--- src/rtl/synth_pkg.sv ---
// Shared types and helper constants for the polyphonic voice engine.
package synth_pkg;

    typedef enum logic [1:0] {
        SQUARE   = 2'd0,
        SAW      = 2'd1,
        TRIANGLE = 2'd2,
        OFF      = 2'd3
    } wave_t;

    typedef enum logic [1:0] {
        IDLE = 2'd0,
        RUN  = 2'd1,
        MIX  = 2'd2
    } eng_state_t;

    function automatic longint full_scale(input int w);
        return (longint'(1) << w) - 1;
    endfunction

    function automatic longint sat_max(input int w);
        return (longint'(1) << (w - 1)) - 1;
    endfunction

    function automatic longint sat_min(input int w);
        return -(longint'(1) << (w - 1));
    endfunction

endpackage

--- src/rtl/poly_voice_engine_wave_shaper.sv ---
// Combinational waveform generator: maps the top phase bits of one voice
// to a signed square, saw or triangle sample.
module wave_shaper
    import synth_pkg::*;
#(
    parameter int OUT_W = 16
) (
    input  logic        [OUT_W-1:0] top_bits,
    input  wave_t                   wave,
    output logic signed [OUT_W-1:0] value
);

    localparam logic [OUT_W-1:0] HALF    = {1'b1, {(OUT_W-1){1'b0}}};
    localparam logic [OUT_W-1:0] POS_MAX = {1'b0, {(OUT_W-1){1'b1}}};

    logic [OUT_W-1:0] doubled;

    // Offsetting by half scale modulo 2^OUT_W is a flip of the MSB, and
    // (half-1) - x is x xor (half-1), so every shape is just bit logic.
    always_comb begin
        doubled = {top_bits[OUT_W-2:0], 1'b0};
        value   = '0;
        case (wave)
            SQUARE:   value = top_bits[OUT_W-1] ? HALF : POS_MAX;
            SAW:      value = top_bits ^ HALF;
            TRIANGLE: value = top_bits[OUT_W-1] ? (doubled ^ POS_MAX) : (doubled ^ HALF);
            OFF:      value = '0;
            default:  value = '0;
        endcase
    end

endmodule

--- src/rtl/poly_voice_engine.sv ---
// Time-multiplexed polyphonic oscillator: one voice per cycle through a shared
// wave/envelope datapath, then a master-volume mix with saturation.
module poly_voice_engine
    import synth_pkg::*;
#(
    parameter int NUM_VOICES = 16,
    parameter int PHASE_W    = 32,
    parameter int OUT_W      = 16,
    parameter int ENV_W      = 12,
    parameter int MIX_SHIFT  = 4
) (
    input  logic                           clk,
    input  logic                           reset_n,
    input  logic                           sample_tick,
    input  logic [NUM_VOICES*PHASE_W-1:0]  phase_inc,
    input  logic [NUM_VOICES*2-1:0]        wave_sel,
    input  logic [NUM_VOICES-1:0]          gate,
    input  logic [ENV_W-1:0]               attack_rate,
    input  logic [ENV_W-1:0]               release_rate,
    input  logic [7:0]                     volume,
    output logic signed [OUT_W-1:0]        sample_out,
    output logic                           sample_valid,
    output logic                           busy,
    output logic                           overrun
);

    localparam int VIDX_W = (NUM_VOICES > 1) ? $clog2(NUM_VOICES) : 1;
    localparam int ACC_W  = OUT_W + $clog2(NUM_VOICES) + 1;
    localparam int PROD_W = OUT_W + ENV_W + 1;
    localparam int MIX_W  = ACC_W + 9;
    localparam int ENV_W1 = ENV_W + 1;

    localparam logic [ENV_W:0]            ENV_MAX    = ENV_W1'(full_scale(ENV_W));
    localparam logic signed [MIX_W-1:0]   SAT_HI     = MIX_W'(sat_max(OUT_W));
    localparam logic signed [MIX_W-1:0]   SAT_LO     = MIX_W'(sat_min(OUT_W));
    localparam logic [VIDX_W-1:0]         LAST_VOICE = VIDX_W'(NUM_VOICES - 1);

    eng_state_t state, state_next;

    logic [VIDX_W-1:0]       voice;
    logic signed [ACC_W-1:0] acc;
    logic [PHASE_W-1:0]      phase [NUM_VOICES];
    logic [ENV_W-1:0]        env   [NUM_VOICES];

    logic [PHASE_W-1:0]       cur_phase;
    logic [PHASE_W-1:0]       cur_inc;
    logic [ENV_W-1:0]         cur_env;
    logic                     cur_gate;
    wave_t                    cur_wave;
    logic signed [OUT_W-1:0]  wave_val;
    logic [ENV_W:0]           env_up;
    logic [ENV_W-1:0]         env_new;
    logic signed [PROD_W-1:0] voice_prod;
    logic signed [PROD_W-1:0] voice_scaled;
    logic signed [MIX_W-1:0]  mix_prod;
    logic signed [MIX_W-1:0]  mix_scaled;
    logic signed [OUT_W-1:0]  mix_sat;

    assign cur_phase = phase[voice];
    assign cur_env   = env[voice];
    assign cur_inc   = phase_inc[voice*PHASE_W +: PHASE_W];
    assign cur_wave  = wave_t'(wave_sel[voice*2 +: 2]);
    assign cur_gate  = gate[voice];
    assign busy      = (state != IDLE);

    wave_shaper #(.OUT_W(OUT_W)) u_wave_shaper (
        .top_bits (cur_phase[PHASE_W-1 -: OUT_W]),
        .wave     (cur_wave),
        .value    (wave_val)
    );

    // Saturating envelope step, then scale the wave by the freshly updated envelope.
    always_comb begin
        env_up = {1'b0, cur_env} + {1'b0, attack_rate};
        if (cur_gate) begin
            env_new = (env_up > ENV_MAX) ? ENV_MAX[ENV_W-1:0] : env_up[ENV_W-1:0];
        end else begin
            env_new = (cur_env > release_rate) ? (cur_env - release_rate) : '0;
        end
        voice_prod   = PROD_W'(wave_val) * PROD_W'($signed({1'b0, env_new}));
        voice_scaled = voice_prod >>> ENV_W;
    end

    always_comb begin
        mix_prod   = MIX_W'(acc) * MIX_W'($signed({1'b0, volume}));
        mix_scaled = mix_prod >>> (7 + MIX_SHIFT);
        if (mix_scaled > SAT_HI) begin
            mix_sat = SAT_HI[OUT_W-1:0];
        end else if (mix_scaled < SAT_LO) begin
            mix_sat = SAT_LO[OUT_W-1:0];
        end else begin
            mix_sat = mix_scaled[OUT_W-1:0];
        end
    end

    always_ff @(posedge clk or negedge reset_n) begin
        if (!reset_n) begin
            state <= IDLE;
        end else begin
            state <= state_next;
        end
    end

    always_comb begin
        state_next = state;
        case (state)
            IDLE:    if (sample_tick) state_next = RUN;
            RUN:     if (voice == LAST_VOICE) state_next = MIX;
            MIX:     state_next = IDLE;
            default: state_next = IDLE;
        endcase
    end

    // Phase and envelope advance for every voice slot, even when the voice is off.
    always_ff @(posedge clk or negedge reset_n) begin
        if (!reset_n) begin
            for (int i = 0; i < NUM_VOICES; i++) begin
                phase[i] <= '0;
                env[i]   <= '0;
            end
            voice        <= '0;
            acc          <= '0;
            sample_out   <= '0;
            sample_valid <= 1'b0;
            overrun      <= 1'b0;
        end else begin
            sample_valid <= 1'b0;
            if (sample_tick && (state != IDLE)) begin
                overrun <= 1'b1;
            end
            case (state)
                IDLE: begin
                    if (sample_tick) begin
                        acc   <= '0;
                        voice <= '0;
                    end
                end
                RUN: begin
                    phase[voice] <= cur_phase + cur_inc;
                    env[voice]   <= env_new;
                    acc          <= acc + ACC_W'(voice_scaled);
                    voice        <= voice + 1'b1;
                end
                MIX: begin
                    sample_out   <= mix_sat;
                    sample_valid <= 1'b1;
                end
                default: ;
            endcase
        end
    end

endmodule
--- config.mk ---
export PLATFORM = sky130hd
export DESIGN_NAME = poly_voice_engine
export DESIGN_NICKNAME = d
export VERILOG_FILES = /design/src/rtl/synth_pkg.sv /design/src/rtl/poly_voice_engine_wave_shaper.sv /design/src/rtl/poly_voice_engine.sv
export SDC_FILE = /design/constraint.sdc
export NUM_CORES = 2
export LEC_CHECK = 0
export ABC_AREA = 1
export BUFFER_PORTS_ARGS = -buffer_cell sky130_fd_sc_hd__buf_2
export CAP_MARGIN = 5
export CORE_ASPECT_RATIO = 1.2
export CORE_UTILIZATION = 65
export DETAILED_ROUTE_END_ITERATION = 8
export PLACE_DENSITY = 0.87
export RECOVER_POWER = 100
export SETUP_SLACK_MARGIN = 0.4
export SKIP_CTS_REPAIR_TIMING = 1
export SYNTH_ARGS = -nofsm -noshare
export SYNTH_HDL_FRONTEND = slang
export SYNTH_SLANG_ARGS = --single-unit
--- constraint.sdc ---
create_clock -name clk -period 18.8 [get_ports clk]
set_input_delay 2.82 -clock clk [delete_from_list [all_inputs] [get_ports clk]]
set_output_delay 2.82 -clock clk [all_outputs]
set_load 0.05 [all_outputs]
After elaboration in Yosys (flattened, before gate mapping)
Cells that the tools add are included.

storage, ports and cells
  bits in registers = 749
  input bits = 595
  output and inout port bits = 19
  word-level logic and storage cells = 104

operators by class
  add/sub/neg operators = 5
  multipliers = 2
  order comparisons = 7
  equal/unequal tests = 8
  shift operators = 2
  muxes and demuxes = 30
  bitwise operators = 4
  reductions and logical operators = 8

operators by type and width
  cell                                                                     count
  512-bit bitwise mux                                                      1
  512-bit by 10-bit indexed part select with 32-bit output                 1
  192-bit bitwise mux                                                      1
  32-bit binary-select mux with 4-bit select                               1
  32-bit demux with 4-bit select                                           1
  32-bit two-way mux                                                       3
  12-bit two-way mux                                                       6
  16-bit two-way mux                                                       4
  16-bit case mux with 4 select lines                                      1
  12-bit binary-select mux with 4-bit select                               1
  12-bit demux with 4-bit select                                           1
  21-bit case mux with 2 select lines                                      1
  32-bit adder                                                             1
  32-bit by 6-bit indexed part select with 2-bit output                    1
  21-bit by 9-bit multiplier with 30-bit output                            1
  16-bit by 13-bit multiplier with 29-bit output                           1
  21-bit by 17-bit adder with 21-bit output                                1
  21-bit two-way mux                                                       1
  19-bit by 16-bit > comparator with 1-bit output (second input constant)  1
  19-bit by 16-bit < comparator with 1-bit output (second input constant)  1
  15-bit inverter                                                          1
  12-bit by 12-bit adder with 13-bit output                                1
  13-bit by 12-bit > comparator with 1-bit output (second input constant)  1
  12-bit > comparator                                                      1
  other kinds (21)                                                         32

Longest topological paths before layout
  depth in word-level cells = 11
  depth in mapped cells = 68
  mapped depth without buffers = 59

Hierarchy
A second synthesis with hierarchy kept.

unflattened totals
  cell total of the unflattened synthesis = 7,424
  area, all modules = 55,029.0 um^2

modules (own cells, without submodules)
  module             times used  cells an instance  area each (um^2)  seq. area each (um^2)
  poly_voice_engine  1           7,318              54,544.8          18,743.0
  wave_shaper        1           106                484.2             0.0

Worst setup path after synthesis
No wires, ideal clock.

  kind = input to register
  from = input attack_rate[0]
  to = register acc[19]
  setup time = 0.126 ns
  arrival time = 10.650 ns
  required time = 18.674 ns
  path slack = 8.024 ns
  stages = 46
  buffers on the path = 2
  cell sequence = ha_1 > fa_1 > nand3_1 > nand2_1 > nand3_1 > nand3_1 > nor2_1 > nor2_1 > nor2_1 > clkbuf_1 > clkbuf_1 > nor2_1 > fa_1 > inv_1 > fa_1 > inv_1 > fa_1 > fa_1 > [10 not listed] > ha_1 > nand3_1 > nand2_1 > nand2_1 > nand2_1 > a21oi_1 > o21ai_0 > a21oi_1 > o21ai_0 > inv_1 > nor2_1 > nor2_1 > o21ai_0 > nand3_1 > nand2_1 > nand2_1 > nand2_1 > o21ai_0

on the way
  cells in the longest elaborated chain, start to end = 7

RTL lines
  what                                              line                      source
  start, declared                                   poly_voice_engine.sv:18   input logic [ENV_W-1:0] attack_rate,
  12-bit by 12-bit adder with 13-bit output *       poly_voice_engine.sv:74   env_up = {1'b0, cur_env} + {1'b0, attack_rate};
  13-bit by 12-bit > comparator with 1-bit output   poly_voice_engine.sv:76   env_new = (env_up > ENV_MAX) ? ENV_MAX[ENV_W-1:0] : env_up[ENV_W-1:0];
  12-bit two-way mux *                              poly_voice_engine.sv:76
  12-bit two-way mux *                              poly_voice_engine.sv:75   if (cur_gate) begin
  16-bit by 13-bit multiplier with 29-bit output *  poly_voice_engine.sv:80   voice_prod = PROD_W'(wave_val) * PROD_W'($signed({1'b0, env_new}));
  21-bit by 17-bit adder with 21-bit output *       poly_voice_engine.sv:141  acc <= acc + ACC_W'(voice_scaled);
  21-bit case mux with 2 select lines *             poly_voice_engine.sv:131  case (state)
  end signal, assigned                              poly_voice_engine.sv:141
  end, declared                                     poly_voice_engine.sv:41   logic signed [ACC_W-1:0] acc;

Every way passes the cells marked *; elsewhere a longest branch is shown, timed or not.
A chain may end at the register's enable or synchronous reset.

Worst setup path after layout
  from = register voice[1]
  to = register acc[20]

on the way
  cells in the longest elaborated chain, start to end = 11
  elaborated cells between the ends (all ways) = 30
  classes of those cells = add/sub (3); mul (1); order compare (2); eq/ne (3); shift (1); mux (15); bitwise (4); reduce/logical (1)

RTL lines
  what                                                    line                                              source
  start, declared                                         poly_voice_engine.sv:40                           logic [VIDX_W-1:0] voice;
  start signal, assigned                                  poly_voice_engine.sv:142                          voice <= voice + 1'b1;
  4-bit inverter with 5-bit output (implied by the code)  poly_voice_engine.sv:59, poly_voice_engine.sv:60
  12-bit binary-select mux with 4-bit select              poly_voice_engine.sv:60                           assign cur_env = env[voice];
  12-bit two-way mux (implied by the code) (2 in series)  poly_voice_engine.sv:60
  12-bit by 12-bit adder with 13-bit output               poly_voice_engine.sv:74
  13-bit by 12-bit > comparator with 1-bit output         poly_voice_engine.sv:76
  12-bit two-way mux                                      poly_voice_engine.sv:76
  12-bit two-way mux                                      poly_voice_engine.sv:75
  16-bit by 13-bit multiplier with 29-bit output *        poly_voice_engine.sv:80
  21-bit by 17-bit adder with 21-bit output *             poly_voice_engine.sv:141
  21-bit case mux with 2 select lines *                   poly_voice_engine.sv:131

Every way passes the cells marked *; elsewhere a longest branch is shown, timed or not. The select of a mux whose other input is x is not followed.

==> key figures <==
GRT
  • Vias in the first global route: 53.36k
  • Initial antenna violation count: 11
  • First-pass GRT wire length: 292700 um
  • Pin count of the biggest net entering global routing: 196
  • Total grt overflow: 0
  • Total track usage: 0.4426

Routing
  • Routed via count: 54.87k
  • Routed vias/inst: 6.180
  • DR iter-0 viols: 7026
  • Residual DRC: 0
  • Wirelength per Cell: 21.34 um
  • TritonRoute pass-1 iters: 7
  • DRT antenna net count: 0
  • Final wirelength: 189500 um

Critical path
  • CP startpoint kind: register
  • Critical path capture point type: register
  • Max stage delay on crit path: 2500 ps
  • Crit path max fanout: 110
  • CP dominant cell by count: nand3_1
  • Critical Path AT: 16010 ps
  • Worst Path Required: 19380 ps
  • CP max-delay cell: dfrtp_1
  • CP delay by family, top: adder cells
  • Crit path buf inv count: 11
  • WS Path Type: register to register

Timing
  • Fmax: 0.06479 GHz
  • Least-Margin Pin Slew: 6801 ps
  • Fin. max-slew vios: 494
  • Tmin final: 15430 ps
  • Final setup violation count: 0
  • Final Skew: 35.05 ps
  • Post-route setup TNS: 0 ps
  • Final period utilization: 0.8210
  • RSZ-0062 raised after global routing: false
  • Final count of hold timing violations: 0
  • Max-Slew Margin vs Limit: -3.534

Placement
  • DP HPWL: 124800 um
  • Final weighted congestion in routability-driven placement: 0.9659
  • Dpl cells: 8730
  • Placed Instance Area: 57970 um^2
  • IO buf count: 613

Clocking
  • Worst-Skew Late Latency: 660 ps
  • Cts bufs inserted: 77
  • CTS tree: yes
  • Clock sink count: 749
  • H-tree depth: 3
  • Clk buf depth: 3
  • CTS root buf: clkbuf_16
  • Clock Pin Slew Worst Setup and Hold Paths: 60 ps

Hold path
  • Min-delay worst type: register to register

Floorplan
  • Total core area: 83460 um^2
  • Die X: 267.3 um
  • IO Count: 614
  • Starting density of the core: 0.6577
  • Die outline height: 320.3 um
  • DIE AREA: 85620 um^2
  • Core Rows: 116

Synth
  • Seq cells post-synth: 749
  • Synthesized net count: 8526
  • Mean Syn Cell Area: 7.399 um^2
  • Yosys warnings: 0
  • Post-synth top flop: dfrtp_1
  • Cells after Synth: 7419
  • Sequential area share after synthesis: 0.3415
  • Syn Std Cell Area: 54890 um^2
  • Post-synth EDFFs: 0
  • Number of distinct library cells after synthesis: 62
  • Ys async rst share: 1.000

Final layout
  • Final Cell Area: 60520 um^2
  • Synthesis-to-finish area growth: 10.25%
  • Fill cell count: 6490
  • Share of layout cells above drive strength 1: 0.1105
  • Fin cells: 8878
  • Nets: 8795

Run status
  • Status: finished, violations left
  • Failing checks: capacitance limit, slew limit

Flow run
  • Max Cap Viol: 7
## sequential cells by signal (all words and copies together) (netlist names)
register / cells
env: 192
sample_out: 16
overrun: 1
acc: 21
state: 2
voice: 4
phase: 512
sample_valid: 1
## worst min-delay path: cells and delay by family (launching register included)
family        cells  cell delay (ps)
flops             1              340
simple gates      2              100
## logic make-up after synthesis
logic type	share of synthesized area
xor gates and xnor gates	0.01500
and+or+nand+nor	0.2056
buffers and inverters	0.09421
adders and majority gates	0.1594
DFF	0.3415
AOI/OAI and AO/OA	0.1844
## metrics by stage
step                utilization  hold WS [ps]  worst slack, ps
detailed placement       0.6946         455.3             5774
floorplan                     -         436.6             8024
finish                   0.7252         472.2             3366
CTS                      0.7261         470.5             5759
global placement         0.6946         448.0             6019
global route             0.7250         484.3             2505
## placed cells by master, fill, tap and decap left out, drive strengths merged, types with 7 or more instances in the layout
cell type and n:
nand4 72, clkinv 14, xor2 57, or4 10, o21bai 9, nand3 179
ha 200, dfrtp 749, a31oi 12, diode 9, xnor2 37, fa 312
or2 15, a21o 7, clkinvlp 8, clkbuf 140, a21oi 290, nor3 15
o21a 8, inv 832, o21ai 1324, buf 652, nor4 7, nor2 791
o22ai 240, nand2 1719
## final timing paths
kind,from,slack [ps],cells after the start,to
worst max-delay path,voice[1],3370,47,acc[20]
worst min-delay path,phase[224],470,2,phase[224]
worst max register to register,voice[1],3370,47,acc[20]
worst min register to register,phase[224],470,2,phase[224]
max in group asynchronous,reset_n,4760,4,phase[109]
min in group asynchronous,reset_n,4750,1,env[118]
## cell usage after synthesis, types with 72 or more instances
cell,instances,area share
inv_1,797,0.055
nand2_1,1703,0.12
nand3_1,175,0.016
fa_1,312,0.11
clkbuf_1,381,0.026
dfrtp_1,749,0.34
ha_1,200,0.046
o22ai_1,240,0.027
o21ai_0,1305,0.12
nand4_1,72,0.0082
a21oi_1,288,0.026
nor2_1,784,0.054
## area by class of cell
type                            count  area [um^2]  area share
Multi-Input combinational cell   5348        30970      0.5118
Sequential cell                   749        18750      0.3098
Timing Repair Buffer              682         3603     0.05954
Inverter                          830         3134     0.05179
Clock buffer                      110         2212     0.03655
Tap cell                         1121         1403     0.02318
Clock inverter                     29        422.9    0.006988
Antenna cell                        9        22.52   0.0003721
## per-layer routing
metal | GRT usage | share of wire | vias up | routed length (um)
met5 | 0 | 0.000069 | - | 13
met4 | 0.2566 | 0.067 | 2 | 12630
met3 | 0.1215 | 0.12 | 866 | 22600
met2 | 0.6822 | 0.45 | 3531 | 84770
met1 | 0.5603 | 0.37 | 25990 | 69470
li1 | - | - | 24480 | -
Power is not shown: default switching activity piles up to over one toggle a cycle in this logic, so the estimate is an artifact.
